## src/rtl/reference_filter_mc_pkg.sv

```systemverilog
// Shared definitions for the multi-channel reference qualifier:
// per-channel FSM encoding and a constant-width helper.
package reference_filter_mc_pkg;

  localparam logic [1:0] ST_GUARD = 2'd0;
  localparam logic [1:0] ST_QUAL  = 2'd1;
  localparam logic [1:0] ST_OK    = 2'd2;
  localparam logic [1:0] ST_FAULT = 2'd3;

  function automatic int CLOG2(input int v);
    int r;
    r = 0;
    while ((1 << r) < v) r = r + 1;
    return r;
  endfunction

endpackage

```

## src/rtl/ref_filter_ch.sv

```systemverilog
// One reference channel: 2-FF synchroniser, guard timer, saturating
// leaky filter counter, QUAL dwell counter and the GUARD/QUAL/OK/FAULT FSM.
module ref_filter_ch
  import reference_filter_mc_pkg::*;
#(
  parameter int CTR_WIDTH    = 8,
  parameter int GUARD_TICKS  = 1000,
  parameter int LOW_HOLD_TKS = 5000
) (
  input  logic                 clk_i,
  input  logic                 rst_i,
  input  logic                 ref_raw_i,
  input  logic                 guard_start_i,
  input  logic                 fault_clr_i,
  input  logic [CTR_WIDTH-1:0] rise_thresh_i,
  input  logic [CTR_WIDTH-1:0] fall_thresh_i,
  input  logic                 cfg_err_i,
  output logic                 ref_ok_o,
  output logic                 rise_pulse_o,
  output logic                 fall_pulse_o,
  output logic                 guard_active_o,
  output logic                 fault_o
);

  localparam int GW = (CLOG2(GUARD_TICKS + 1) < 1) ? 1 : CLOG2(GUARD_TICKS + 1);
  localparam int LW = (CLOG2(LOW_HOLD_TKS + 1) < 1) ? 1 : CLOG2(LOW_HOLD_TKS + 1);
  localparam logic [GW-1:0]        GLOAD   = GW'(GUARD_TICKS);
  localparam logic [LW-1:0]        LOW_LIM = LW'(LOW_HOLD_TKS);
  localparam logic [CTR_WIDTH-1:0] ACC_MAX = '1;

  logic [1:0]           sync_q;
  logic                 ref_sync;
  logic [GW-1:0]        gtmr;
  logic [CTR_WIDTH-1:0] acc;
  logic [LW-1:0]        low_cnt;
  logic [1:0]           state, next_state;
  logic                 tmr_load, guard_hit;
  logic                 rise_nxt, fall_nxt;

  assign ref_sync = sync_q[1];

  // A load in the current cycle counts as guard already, so the FSM reacts
  // on the same edge that samples guard_start_i / fault_clr_i.
  assign tmr_load  = guard_start_i | ((state == ST_FAULT) & fault_clr_i);
  assign guard_hit = tmr_load | (gtmr != '0);

  always_ff @(posedge clk_i or posedge rst_i) begin
    if (rst_i) begin
      sync_q  <= '0;
      gtmr    <= '0;
      acc     <= '0;
      low_cnt <= '0;
    end else begin
      sync_q <= {sync_q[0], ref_raw_i};

      if (tmr_load)          gtmr <= GLOAD;
      else if (gtmr != '0)   gtmr <= gtmr - 1'b1;

      if (guard_hit)                        acc <= '0;
      else if (ref_sync && acc != ACC_MAX)  acc <= acc + 1'b1;
      else if (!ref_sync && acc != '0)      acc <= acc - 1'b1;

      if (state == ST_QUAL) begin
        if (low_cnt != LOW_LIM) low_cnt <= low_cnt + 1'b1;
      end else begin
        low_cnt <= '0;
      end
    end
  end

  always_ff @(posedge clk_i or posedge rst_i) begin
    if (rst_i) state <= ST_GUARD;
    else       state <= next_state;
  end

  always_comb begin
    next_state = state;
    case (state)
      ST_GUARD: if (!guard_hit) next_state = ST_QUAL;
      ST_QUAL: begin
        if (guard_hit)                                         next_state = ST_GUARD;
        else if ((LOW_HOLD_TKS > 0) && (low_cnt == LOW_LIM))   next_state = ST_FAULT;
        else if (!cfg_err_i && (acc >= rise_thresh_i))         next_state = ST_OK;
      end
      ST_OK: begin
        if (guard_hit)                   next_state = ST_GUARD;
        else if (acc <= fall_thresh_i)   next_state = ST_QUAL;
      end
      ST_FAULT: if (fault_clr_i) next_state = ST_GUARD;
      default:  next_state = ST_GUARD;
    endcase
  end

  always_comb begin
    rise_nxt = (state != ST_OK) && (next_state == ST_OK);
    fall_nxt = (state == ST_OK) && (next_state != ST_OK);
  end

  always_ff @(posedge clk_i or posedge rst_i) begin
    if (rst_i) begin
      rise_pulse_o <= 1'b0;
      fall_pulse_o <= 1'b0;
    end else begin
      rise_pulse_o <= rise_nxt;
      fall_pulse_o <= fall_nxt;
    end
  end

  assign ref_ok_o       = (state == ST_OK);
  assign fault_o        = (state == ST_FAULT);
  assign guard_active_o = (gtmr != '0);

endmodule

```

## src/rtl/reference_filter_mc.sv

```systemverilog
// N_CH independent reference qualifiers plus shared threshold sanity
// check and aggregate status.
module reference_filter_mc
  import reference_filter_mc_pkg::*;
#(
  parameter int N_CH         = 4,
  parameter int CTR_WIDTH    = 8,
  parameter int GUARD_TICKS  = 1000,
  parameter int LOW_HOLD_TKS = 5000
) (
  input  logic                 clk_i,
  input  logic                 rst_i,
  input  logic [N_CH-1:0]      ref_raw_i,
  input  logic [N_CH-1:0]      guard_start_i,
  input  logic [N_CH-1:0]      fault_clr_i,
  input  logic [CTR_WIDTH-1:0] rise_thresh_i,
  input  logic [CTR_WIDTH-1:0] fall_thresh_i,
  output logic [N_CH-1:0]      ref_ok_o,
  output logic [N_CH-1:0]      rise_pulse_o,
  output logic [N_CH-1:0]      fall_pulse_o,
  output logic [N_CH-1:0]      guard_active_o,
  output logic [N_CH-1:0]      fault_o,
  output logic                 all_ok_o,
  output logic                 any_fault_o,
  output logic                 cfg_err_o
);

  // Inverted or collapsed hysteresis blocks new qualification only.
  assign cfg_err_o = (rise_thresh_i <= fall_thresh_i);

  for (genvar g = 0; g < N_CH; g++) begin : g_ch
    ref_filter_ch #(
      .CTR_WIDTH    (CTR_WIDTH),
      .GUARD_TICKS  (GUARD_TICKS),
      .LOW_HOLD_TKS (LOW_HOLD_TKS)
    ) u_ch (
      .clk_i          (clk_i),
      .rst_i          (rst_i),
      .ref_raw_i      (ref_raw_i[g]),
      .guard_start_i  (guard_start_i[g]),
      .fault_clr_i    (fault_clr_i[g]),
      .rise_thresh_i  (rise_thresh_i),
      .fall_thresh_i  (fall_thresh_i),
      .cfg_err_i      (cfg_err_o),
      .ref_ok_o       (ref_ok_o[g]),
      .rise_pulse_o   (rise_pulse_o[g]),
      .fall_pulse_o   (fall_pulse_o[g]),
      .guard_active_o (guard_active_o[g]),
      .fault_o        (fault_o[g])
    );
  end

  assign all_ok_o    = &ref_ok_o;
  assign any_fault_o = |fault_o;

endmodule

```

## config.mk

```make
export PLATFORM = sky130hd
export DESIGN_NAME = reference_filter_mc
export DESIGN_NICKNAME = d
export VERILOG_FILES = /design/src/rtl/reference_filter_mc_pkg.sv /design/src/rtl/ref_filter_ch.sv /design/src/rtl/reference_filter_mc.sv
export SDC_FILE = /design/constraint.sdc
export NUM_CORES = 1
export LEC_CHECK = 0
export BUFFER_PORTS_ARGS = -buffer_cell sky130_fd_sc_hd__buf_2
export CORE_MARGIN = 1.5
export CORE_UTILIZATION = 28
export CTS_CLUSTER_SIZE = 8
export DETAILED_ROUTE_END_ITERATION = 16
export GPL_ROUTABILITY_DRIVEN = 0
export GPL_TIMING_DRIVEN = 0
export PLACE_DENSITY = 0.44
export REMOVE_ABC_BUFFERS = 1
export SYNTH_ARGS = -nofsm -noshare
export SYNTH_HDL_FRONTEND = slang
export SYNTH_SLANG_ARGS = --single-unit
```

## constraint.sdc

```tcl
create_clock -name clk_i -period 3.89 [get_ports clk_i]
set_clock_uncertainty 0.15 [all_clocks]
set_input_delay 0 -clock clk_i [delete_from_list [all_inputs] [get_ports clk_i]]
set_output_delay 0 -clock clk_i [all_outputs]
set_load 0.03 [all_outputs]
```

Word level (Yosys, flattened, before mapping)
Cells that the tools add are included.
{"block": "op_classes", "n_eq_ne": 40, "add_sub_neg": 16, "magnitude_cmp": 9, "n_bitwise": 12, "muxes": 60, "n_reduce_logical": 47}
{"op": "$mux W13", "count": 8}
{"op": "$mux W8", "count": 12}
{"op": "$mux W10", "count": 8}
{"op": "$mux W2", "count": 28}
{"op": "$add A13 B1 Y13 const B", "count": 4}
{"op": "$eq A13 B13 Y1 const B", "count": 4}
{"op": "$ne A13 B13 Y1 const B", "count": 4}
{"op": "$le A8 B8 Y1", "count": 5}
{"op": "$reduce_bool A10 Y1", "count": 4}
{"op": "$sub A10 B1 Y10 const B", "count": 4}
{"op": "$add A8 B1 Y8 const B", "count": 4}
{"op": "$ge A8 B8 Y1", "count": 4}
{"op": "$ne A8 B8 Y1 const B", "count": 4}
{"op": "$pmux W2 S4", "count": 4}
{"op": "$reduce_bool A8 Y1", "count": 4}
{"op": "$sub A8 B1 Y8 const B", "count": 4}
{"op": "$eq A2 B2 Y1 const B", "count": 12}
{"op": "$ne A2 B2 Y1 const B", "count": 12}
{"op": "$logic_and A1 B1 Y1", "count": 20}
{"op": "$reduce_bool A3 Y1", "count": 4}
{"op": "$eq A2 B1 Y1 const B", "count": 4}
{"op": "$logic_not A2 Y1", "count": 4}
{"op": "$or A1 B1 Y1", "count": 8}
{"op": "$reduce_bool A2 Y1", "count": 4}
{"op": "4 further kinds", "count": 11}
{"block": "totals", "ff_bits": 148, "out_inout_bits": 23, "inputBits": 30, "wordCells": 212}

Longest topological paths before layout
Gate-level depths: netlist (run 1).
{"block": "logic_depth", "depth_word": 9, "ltp_mapped": 11, "ltp_nobuf": 11}

Modules after synthesis
Synthesis (run 1) repeated with hierarchy kept, for this count alone.
{"block": "hier_totals", "hier_cells": 1125, "hier_area_um2": 10042.1}
{"mod": "ref_filter_ch", "cells_each": 274, "seq_area_each_um2": 925.9, "area_per_inst_um2": 2458.6, "n_inst": 4}
{"mod": "reference_filter_mc", "cells_each": 29, "seq_area_each_um2": 0.0, "area_per_inst_um2": 207.7, "n_inst": 1}

Worst setup path before layout (run 1)
Ideal clock, no wire load.
{"block": "synth_path", "kind": "flip-flop to flip-flop", "start": "register g_ch[1].u_ch.acc[7]", "end": "register g_ch[1].u_ch.acc[6]", "path_slack_ps": 1018, "path_stages_with_launch": 11, "arrival_time_ps": 2602, "n_path_buf": 0, "period_less_slack_ps": 2872, "cell_sequence": "dfrtp_1 > nand4_1 > o21ai_0 > ha_1 > nor2b_1 > o21ai_0 > a21boi_0 > o21a_1 > or3_1 > a31oi_1 > nor2_1"}
{"block": "synth_via", "elab_chain_len": 4}
{"item": "start: declaration", "line": "ref_filter_ch.sv:34", "rtl": "logic [CTR_WIDTH-1:0] acc;"}
{"item": "start signal: assignment", "line": "ref_filter_ch.sv:60", "rtl": "else if (ref_sync && acc != ACC_MAX) acc <= acc + 1'b1;"}
{"item": "start signal: assignment", "line": "ref_filter_ch.sv:61", "rtl": "else if (!ref_sync && acc != '0) acc <= acc - 1'b1;"}
{"item": "$ne A8 B8 Y1", "line": "ref_filter_ch.sv:60"}
{"item": "$logic_and A1 B1 Y1", "line": "ref_filter_ch.sv:60"}
{"item": "$mux W8", "line": "ref_filter_ch.sv:60"}
{"item": "$mux W8", "line": "ref_filter_ch.sv:59", "rtl": "if (guard_hit) acc <= '0;"}
Parallel ways exist; a longest one is shown, timed or not.
A chain may end at the register's enable or synchronous reset.

Worst setup path after layout (run 1)
{"block": "layout_path", "start": "register g_ch[1].u_ch.acc[4]", "end": "register g_ch[1].u_ch.acc[6]"}
{"block": "layout_via", "elab_chain_len": 4}
{"item": "$sub A8 B1 Y8 or $ne A8 B8 Y1 (tied branches)", "line": "ref_filter_ch.sv:61, ref_filter_ch.sv:60"}
{"item": "$mux W8 or $logic_and A1 B1 Y1 (tied branches)", "line": "ref_filter_ch.sv:61, ref_filter_ch.sv:60"}
{"item": "$mux W8", "line": "ref_filter_ch.sv:60"}
{"item": "$mux W8", "line": "ref_filter_ch.sv:59"}
Parallel ways exist; a longest one is shown, timed or not. The select of a mux whose other input is x is not followed.

==> results of run 1 <==
==> placed cells by master (no fill, tap or decap), types with 25 or more instances in the layout <==
cell type / Yosys / final
a21oi_1: 75 / 75
xor2_1: 37 / 37
dfrtp_1: 148 / 148
nand2_1: 77 / 77
o21ai_0: 43 / 43
nor3_1: 25 / 25
nor2_1: 114 / 114
inv_1: 74 / 73
ha_1: 108 / 108
buf_2: 2 / 52
nand3_1: 46 / 46
xnor2_1: 38 / 38
==> synthesized netlist by cell type (8+ instances only) <==
cell / n / area (sq um)
inv_1: 74 / 278
and3_1: 11 / 68.8
nand3_1: 46 / 230
nand2_1: 77 / 289
o21a_1: 9 / 67.6
nand2b_1: 19 / 119
o21ai_0: 43 / 215
nand4_1: 22 / 138
nor4_1: 14 / 87.6
nor2_1: 114 / 428
o21ai_1: 8 / 40.0
ha_1: 108 / 1350
a211oi_1: 9 / 67.6
nor3_1: 25 / 125
a21oi_1: 75 / 375
xnor2_1: 38 / 333
or3_1: 20 / 125
dfrtp_1: 148 / 3700
a21o_1: 17 / 128
xor2_1: 37 / 324
nor2b_1: 11 / 68.8
buf_4: 20 / 150
==> cell type report <==
cell class / count / share of cell area [%]
inverter: 75 / 2.60
sequential: 148 / 33.3
clock buffer: 17 / 3.83
clock inverter: 15 / 1.61
tap: 448 / 5.05
timing repair buffer: 70 / 4.12
multi-input combinational: 800 / 49.4
==> worst max-delay path, stage by stage, from the launching register on <==
cell and delay, ns:
dfrtp_1 0.48, nand4_1 0.14, o21ai_0 0.86, ha_1 0.43, nor2b_1 0.15, o21ai_0 0.23
a21boi_0 0.16, o21a_1 0.19, or3_1 0.30, a31oi_1 0.17, nor2_1 0.06
==> worst max-delay path by stage <==
| stage | end | slack [ns] | depth (start not counted) |
|---|---|---|---|
| floorplan | g_ch[0].u_ch.acc[0] | -0.24 | 1 |
| global placement | g_ch[1].u_ch.gtmr[3] | -2.60 | 2 |
| detailed placement | g_ch[1].u_ch.acc[6] | 0.50 | 10 |
| CTS | g_ch[1].u_ch.acc[6] | 0.48 | 10 |
| global route | g_ch[3].u_ch.acc[7] | 0.09 | 10 |
| finish | g_ch[1].u_ch.acc[6] | 0.44 | 10 |
==> stage by stage <==
step / area [sq um] / setup WS (ns) / total power, mW
after floorplan: 9480 / -0.240 / 1.82
after detailed placement: 10300 / 0.497 / 1.93
after global placement: 10300 / -2.60 / 1.92
after global routing: 11100 / 0.0921 / 3.81
final: 11100 / 0.443 / 3.63
after CTS: 11100 / 0.478 / 3.71
==> routing by layer <==
| layer | GRT usage (%) | part of all wire (%) | vias up |
|---|---|---|---|
| met4 | 3.48 | 1.0 | 0 |
| li1 | - | - | 3823 |
| met2 | 20.8 | 43 | 98 |
| met5 | 0 | 0 | - |
| met3 | 2.44 | 3.0 | 13 |
| met1 | 20.1 | 53 | 3507 |
==> repair_timing <==
action | 4_1_cts | 5_1_grt
buffers inserted | 0 | 0
endpoints found under the setup margin | 0 | 0
hold buffers | 17 | 0
endpoints found under the hold margin | 216 | 0
==> flip-flops by register name (all words and copies together) (netlist names) <==
name / flops
g_ch.u_ch.low_cnt: 52
g_ch.u_ch.fall_pulse_o: 4
g_ch.u_ch.rise_pulse_o: 4
g_ch.u_ch.acc: 32
g_ch.u_ch.state: 8
g_ch.u_ch.sync_q: 8
g_ch.u_ch.gtmr: 40
==> report_power, final <==
part	switching, mW	leakage (nW)	internal (mW)
clock	0.717	0.291	1.01
sequential	0.0291	1.92	1.57
combinational	0.185	2.80	0.119
total	0.931	5.01	2.70
==> kinds of logic after synthesis <==
kind of cell / Yosys count / synth area share (%)
AOI/OAI and AO/OA: 202 / 12.8
xor gates and xnor gates: 75 / 6.80
adders and majority gates: 112 / 14.8
buffers and inverters: 103 / 4.88
DFF: 148 / 38.3
muxes: 8 / 0.919
and+or+nand+nor: 403 / 21.5
==> reports/metrics.yaml, run 1 <==
critical_path:
  end_kind: "register"
  critical_path_arrival_ns: 3.62
  ff2ff_path_depth: 10
  rr_startpoint: "g_ch[1].u_ch.acc[4]"
  critPathLaunchType: "register"
  ff2ff_setup_slack_ns: 0.44
  worstPathRequired_ns: 4.06
  critPathMaxFanout: 8
  crit_type: "register to register"
  reg2reg_to: "g_ch[1].u_ch.acc[6]"
  crit_start: "g_ch[1].u_ch.acc[4]"
timing:
  slew_headroom_pct: 28.3
  tns_ns: 0
  fmax_mhz: 290
  hold_viol_final: 0
  finalCritPeriodShare_pct: 88.6
  drv_slew: 0
  worstMarginPinSlew_ns: 1.06
  setup_viol: 0
  layout_min_cycle_time_ns: 3.45
  grt_setup_unrepaired: "false"
  hold_slack_ns: 0.0610
routing:
  wl_per_cell_microns: 14.7
  vias: 7441
  first_iter_violations: 413
  drt_first_pass_iters: 4
  drt_wl_total_microns: 23200
  avgViaCountPerCell: 4.73
  ant_nets: 0
  drc: 0
clock_network:
  ctsLongestPathBuffers: 2
  cts_tree: "done"
  htree_num_levels: 4
  clockRootBuffer: "clkbuf_16"
  insertion_delay_ns: 0.43
  numCtsBuffers: 17
  cts_sinks: 148
  cts_resized: 0
  path_clk_slew_ns: 0.07
finish:
  fin_nets: 1254
  regArea_sq_um: 3700
  final_util_pct: 32.9
  diodes: 0
  drive_above_1_share_pct: 10.2
  finalNonFillerCells: 1573
  fillerInstances: 3511
  multiInputGateArea_sq_um: 5490
  syn2layout_area_growth_pct: 14.9
floorplan:
  rows: 67
  core_sq_um: 33800
  die_h_microns: 189
  die_w_microns: 189
  dieArea_sq_um: 35600
  start_util_pct: 28.6
  io_pins: 53
yosys:
  netlist_instances: 1051
  synth-main-ff-cell: "dfrtp_1"
  seq_area_frac_synth_pct: 38.3
  synth-edff-count: 0
  syn-cell-area_sq_um: 9670
  syn_area_per_cell_sq_um: 9.20
  ys_ff_latch: 148
  yosysWarnings: 0
  synth_cell_types: 74
  async_reset_ff_share_pct: 100
placement:
  port_buffers: 52
  dpl.hpwl_microns: 16800
  dp_cells: 1524
worst_hold_path:
  hold_depth: 2
  min_from: "ref_raw_i[2]"
  min_path_type: "input port to register"
  hold-path-endpoint: "g_ch[2].u_ch.sync_q[0]"
global_routing:
  grt_pass1_wl_microns: 38800
  overflow: 0
  antenna_found_initial: 0
  grt_use_total_pct: 13.8
  grt_max_degree: 119
  grt_pass1_vias: 7294
power:
  power.density_nw_per_um2: 327
  max-vdd-ir-drop_mv: 0.299
  p_leak_nw: 5.01
status:
  outcome: "completed"
flow_run:
  cap_violations: 0
(Power assumes the default switching activity.)
==> run 2, diff against run 1 <==
--- a/config.mk
+++ b/config.mk
@@ -7,12 +7,12 @@
 export LEC_CHECK = 0
 export BUFFER_PORTS_ARGS = -buffer_cell sky130_fd_sc_hd__buf_2
 export CORE_MARGIN = 1.5
-export CORE_UTILIZATION = 28
+export CORE_UTILIZATION = 45
 export CTS_CLUSTER_SIZE = 8
 export DETAILED_ROUTE_END_ITERATION = 16
 export GPL_ROUTABILITY_DRIVEN = 0
 export GPL_TIMING_DRIVEN = 0
-export PLACE_DENSITY = 0.44
+export PLACE_DENSITY = 0.64
 export REMOVE_ABC_BUFFERS = 1
 export SYNTH_ARGS = -nofsm -noshare
 export SYNTH_HDL_FRONTEND = slang
==> run 2 against run 1 <==
  * Utilization is 19 points higher
  * Maximum frequency is 2.4% higher
  * Sequential power hardly changed
  * Count of clock-buffer cells in the layout is 4 higher
  * Non-clock buffer count is 1 lower
  * Highest routed layer unchanged
==> reports/metrics.yaml, run 2 (synthesis gave the netlist of run 1 again) <==
status:
  outcome: "completed"
worst_hold_path:
  hold_depth: 2
  min_path_type: "input port to register"
routing:
  vias: 7473
  drc: 0
  first_iter_violations: 442
  avgViaCountPerCell: 5.35
  wl_per_cell_microns: 14.8
  drt_first_pass_iters: 5
  drt_wl_total_microns: 20600
  ant_nets: 0
floorplan:
  start_util_pct: 46.0
  core_sq_um: 21000
  die_w_microns: 150
  die_h_microns: 150
  io_pins: 53
  dieArea_sq_um: 22400
  rows: 53
power:
  p_clk_share_pct: 48.5
  p_switching_mw: 0.834
  max-vdd-ir-drop_mv: 0.303
  p_int_mw: 2.85
  p_leak_nw: 5.03
  combPwrFrac_pct: 8.1
  power.density_nw_per_um2: 338
  power_mw: 3.69
  swShare_pct: 22.6
  sequentialPowerShare_pct: 43.4
critical_path:
  crit_type: "register to register"
  worstPathRequired_ns: 4.08
  critPathLaunchType: "register"
  critPathMaxFanout: 8
  end_kind: "register"
  critical_path_arrival_ns: 3.56
  ff2ff_path_depth: 10
clock_network:
  insertion_delay_ns: 0.43
  path_clk_slew_ns: 0.06
  post_cts_buffers: 0
  htree_num_levels: 4
  numCtsBuffers: 17
  clockRootBuffer: "clkbuf_16"
  cts_sinks: 148
  ctsLongestPathBuffers: 2
  cts_tree: "done"
global_routing:
  overflow: 0
  grt_use_total_pct: 19.8
  grt_pass1_vias: 7177
  grt_pass1_wl_microns: 35200
  grt_max_degree: 82
  antenna_found_initial: 1
finish:
  drive_above_1_share_pct: 9.97
  top_register: "g_ch.u_ch.low_cnt"
  diodes: 0
  final_util_pct: 51.9
  top_regs: "g_ch.u_ch.low_cnt x52, g_ch.u_ch.gtmr x40, g_ch.u_ch.acc x32"
  syn2layout_area_growth_pct: 12.9
  fin_nets: 1253
  layout_common_cells: "dfrtp_1, nor2_1, ha_1"
  largest_register_ffs: 52
  layout_commonest_cell: "dfrtp_1"
timing:
  finalCritPeriodShare_pct: 86.6
  fmax_mhz: 297
  hold_viol_final: 0
  grt_setup_unrepaired: "false"
  layout_min_cycle_time_ns: 3.37
  worstMarginPinSlew_ns: 1.03
  slew_headroom_pct: 30.5
  setup_viol: 0
  drv_slew: 0
  tns_ns: 0
placement:
  port_buffers: 52
  dpl.hpwl_microns: 15000
flow_run:
  cap_violations: 0
==> run 2: cell count changes in the layout (fill, tap and decap cells not counted) <==
cell	change
clkbuf_1	+2
clkinvlp_4	-3
clkinv_4	-1
clkbuf_8	+2
inv_8	-2
bufinv_16	+2
inv_6	-1
dlygate4sd3_1	-1
==> run 2: layer usage <==
layer,part of all wire [%],up-vias,wire (microns),GRT usage (%)
li1,-,3819,-,-
met1,52,3534,10600,28.2
met2,44,101,9040,30.5
met3,3.4,19,700,3.99
met4,1.2,0,241,5.30
met5,0,-,0,0
==> run 2: final cells by class <==
class	instances	area, sq um
Inverter	75	287
Fill cell	1937	10100
Sequential cell	148	3700
Clock buffer	21	460
Multi-Input combinational cell	800	5490
Clock inverter	10	179
Timing Repair Buffer	69	448
Tap cell	275	344
==> run 2: power by group through the flow <==
stage | logic (mW) | clock network [mW] | registers (mW)
finish | 0.298 | 1.79 | 1.60
global route | 0.343 | 1.89 | 1.60
CTS | 0.302 | 1.83 | 1.60
detailed placement | 0.289 | 0 | 1.63
global placement | 0.279 | 0 | 1.63
floorplan | 0.204 | 0 | 1.62
==> run 2: through the flow <==
stage	cell area, sq um	setup slack (ns)	hold WS (ns)	cells
floorplan	9480	-0.240	-0.119	1023
CTS	10900	0.522	0.0413	1398
detailed placement	10100	0.574	-0.0399	1351
global placement	10100	-2.26	-0.0404	1350
global route	10900	0.240	0.0505	1398
finish	10900	0.523	0.0541	1398
==> run 2: worst max-delay path, cell delays in order, from the launching register on <==
cell      delay [ns]
dfrtp_1         0.47
nand4_1         0.14
o21ai_0         0.82
ha_1            0.39
a21oi_1         0.21
o221ai_1        0.19
o41ai_1         0.36
xnor2_1         0.17
nand2_1         0.09
xor2_1          0.18
nor2_1          0.10
==> run 2: final timing paths <==
kind	slack, ns	startpoint	end
hold reg to reg	0.20	g_ch[3].u_ch.sync_q[0]	g_ch[3].u_ch.sync_q[1]
setup / recovery	0.52	g_ch[2].u_ch.acc[1]	g_ch[2].u_ch.acc[7]
hold / removal	0.05	ref_raw_i[2]	g_ch[2].u_ch.sync_q[0]
min in group asynchronous	0.06	rst_i	g_ch[3].u_ch.low_cnt[3]
setup reg to reg	0.52	g_ch[2].u_ch.acc[1]	g_ch[2].u_ch.acc[7]
max in group asynchronous	2.70	rst_i	g_ch[1].u_ch.acc[1]
==> run 2: what timing repair did <==
action / 4_1_cts / 5_1_grt
hold endpoints to repair: 134 / 0
gates resized for setup: 0 / 0
setup endpoints to repair: 0 / 0
hold buffers: 16 / 0
==> run 3, diff against run 2 <==
--- a/config.mk
+++ b/config.mk
@@ -12,7 +12,7 @@
 export DETAILED_ROUTE_END_ITERATION = 16
 export GPL_ROUTABILITY_DRIVEN = 0
 export GPL_TIMING_DRIVEN = 0
-export PLACE_DENSITY = 0.64
+export PLACE_DENSITY = 0.62
 export REMOVE_ABC_BUFFERS = 1
 export SYNTH_ARGS = -nofsm -noshare
 export SYNTH_HDL_FRONTEND = slang
==> constraint.sdc (replaced) <==
create_clock -name clk_i -period 4.3 [get_ports clk_i]
set_clock_uncertainty 0.15 [all_clocks]
set_input_delay 0 -clock clk_i [delete_from_list [all_inputs] [get_ports clk_i]]
set_output_delay 0 -clock clk_i [all_outputs]
set_load 0.03 [all_outputs]
==> run 3 against run 2 <==
  * Die area unchanged
  * Power decreased by 8.3%
  * Clock power shrank 7%
  * Non-clock buffer count unchanged
  * Maximum frequency shrank 0.81%
  * Wire length is 0.81% higher
==> reports/metrics.yaml, run 3 (synthesis gave the netlist of run 1 again) <==
global_routing:
  overflow: 0
  grt_pass1_vias: 7168
  grt_max_degree: 83
  grt_use_total_pct: 20.0
  grt_pass1_wl_microns: 35500
  antenna_found_initial: 1
routing:
  avgViaCountPerCell: 5.33
  first_iter_violations: 374
  drt_first_pass_iters: 4
  drt_wl_total_microns: 20800
  drc: 0
  vias: 7457
  ant_nets: 0
  wl_per_cell_microns: 14.9
critical_path:
  critical_path_arrival_ns: 3.56
  ff2ff_path_depth: 10
  worstPathRequired_ns: 4.46
  critPathMaxFanout: 8
  critPathLaunchType: "register"
  crit_type: "register to register"
  end_kind: "register"
power:
  p_leak_nw: 5.02
  p_clk_share_pct: 49.3
  power.density_nw_per_um2: 310
  combPwrFrac_pct: 7.9
  p_int_mw: 2.58
  sequentialPowerShare_pct: 42.8
  p_switching_mw: 0.804
  max-vdd-ir-drop_mv: 0.232
  swShare_pct: 23.8
timing:
  grt_setup_unrepaired: "false"
  worstMarginPinSlew_ns: 1.06
  fmax_mhz: 295
  finalCritPeriodShare_pct: 79.0
  tns_ns: 0
  layout_min_cycle_time_ns: 3.39
  slew_headroom_pct: 28.9
  drv_slew: 0
  setup_viol: 0
  setup_ws_ns: 0.905
  hold_viol_final: 0
clock_network:
  htree_num_levels: 4
  ctsLongestPathBuffers: 2
  cts_tree: "done"
  cts_resized: 0
  cts_sinks: 148
  post_cts_buffers: 0
  insertion_delay_ns: 0.43
  numCtsBuffers: 17
  clockRootBuffer: "clkbuf_16"
  hold_buffers: 16
  path_clk_slew_ns: 0.06
finish:
  finalNonFillerCells: 1399
  top_register: "g_ch.u_ch.low_cnt"
  largest_register_ffs: 52
  diodes: 0
  layout_common_cells: "dfrtp_1, nor2_1, ha_1"
  syn2layout_area_growth_pct: 13.0
  regArea_sq_um: 3700
  fin_nets: 1253
  layout_commonest_cell: "dfrtp_1"
  multiInputGateArea_sq_um: 5490
  fillerInstances: 1922
  top_regs: "g_ch.u_ch.low_cnt x52, g_ch.u_ch.gtmr x40, g_ch.u_ch.acc x32"
  drive_above_1_share_pct: 9.96
flow_run:
  cap_violations: 0
floorplan:
  core_sq_um: 21000
  die_h_microns: 150
  rows: 53
  die_w_microns: 150
  io_pins: 53
  start_util_pct: 46.0
  dieArea_sq_um: 22400
placement:
  port_buffers: 52
  post-place-ws_ns: 0.925
  dp_cells: 1351
  dpl.hpwl_microns: 15000
status:
  outcome: "completed"
worst_hold_path:
  min_path_type: "input port to asynchronous set/reset pin"
run 3: layout make-up:
type	instances	share of cell area (%)
clock buffers	21	4.12
repair buffers	69	4.10
multi-input cells	800	50.3
well taps	275	3.15
clock inverters	11	1.81
flip-flops and latches	148	33.9
inverters	75	2.62
run 3: path summary, 6_finish.rpt:
| check | startpoint | endpoint | slack (ns) |
|---|---|---|---|
| min reg2reg | g_ch[3].u_ch.sync_q[0] | g_ch[3].u_ch.sync_q[1] | 0.20 |
| min | rst_i | g_ch[3].u_ch.fall_pulse_o | 0.06 |
| max in group asynchronous | rst_i | g_ch[2].u_ch.sync_q[1] | 3.12 |
| max | g_ch[1].u_ch.acc[7] | g_ch[1].u_ch.acc[6] | 0.91 |
| min in group clk_i | ref_raw_i[1] | g_ch[1].u_ch.sync_q[0] | 0.06 |
| max reg2reg | g_ch[1].u_ch.acc[7] | g_ch[1].u_ch.acc[6] | 0.91 |
run 3: power by group through the flow:
stage | combinational, mW | clock, mW | sequential [mW]
after floorplan | 0.184 | 0 | 1.47
after global placement | 0.251 | 0 | 1.47
after detailed placement | 0.260 | 0 | 1.47
after CTS | 0.272 | 1.70 | 1.45
after global routing | 0.310 | 1.76 | 1.45
final | 0.269 | 1.67 | 1.45
run 3: routing by layer:
metal  wire length (microns)  up-vias  part of all wire [%]  GRT usage [%]
met4                     267        0                   1.3           5.94
met2                    9050      128                    44           29.9
met3                     868       18                   4.2           3.48
li1                        -     3825                     -              -
met5                       0        -                     0              0
met1                   10600     3486                    51           29.3
run 3: critical path: stages, from the launching register on:
cell and delay (ns):
dfrtp_1 0.46, nand4_1 0.15, o21ai_0 0.83, ha_1 0.43, nor2b_1 0.15, o21ai_0 0.22, a21boi_0 0.17, o21a_1 0.20
or3_1 0.30, a31oi_1 0.16, nor2_1 0.05
run 3: through the flow:
step / util, % / total power, mW / cell area [sq um] / hold WS (ns)
after floorplan: - / 1.65 / 9480 / -0.119
after global placement: 47.9 / 1.72 / 10100 / -0.0417
after detailed placement: 48.1 / 1.73 / 10100 / -0.0399
after CTS: 51.9 / 3.42 / 10900 / 0.0455
after global routing: 51.9 / 3.52 / 10900 / 0.0645
final: 51.9 / 3.38 / 10900 / 0.0573
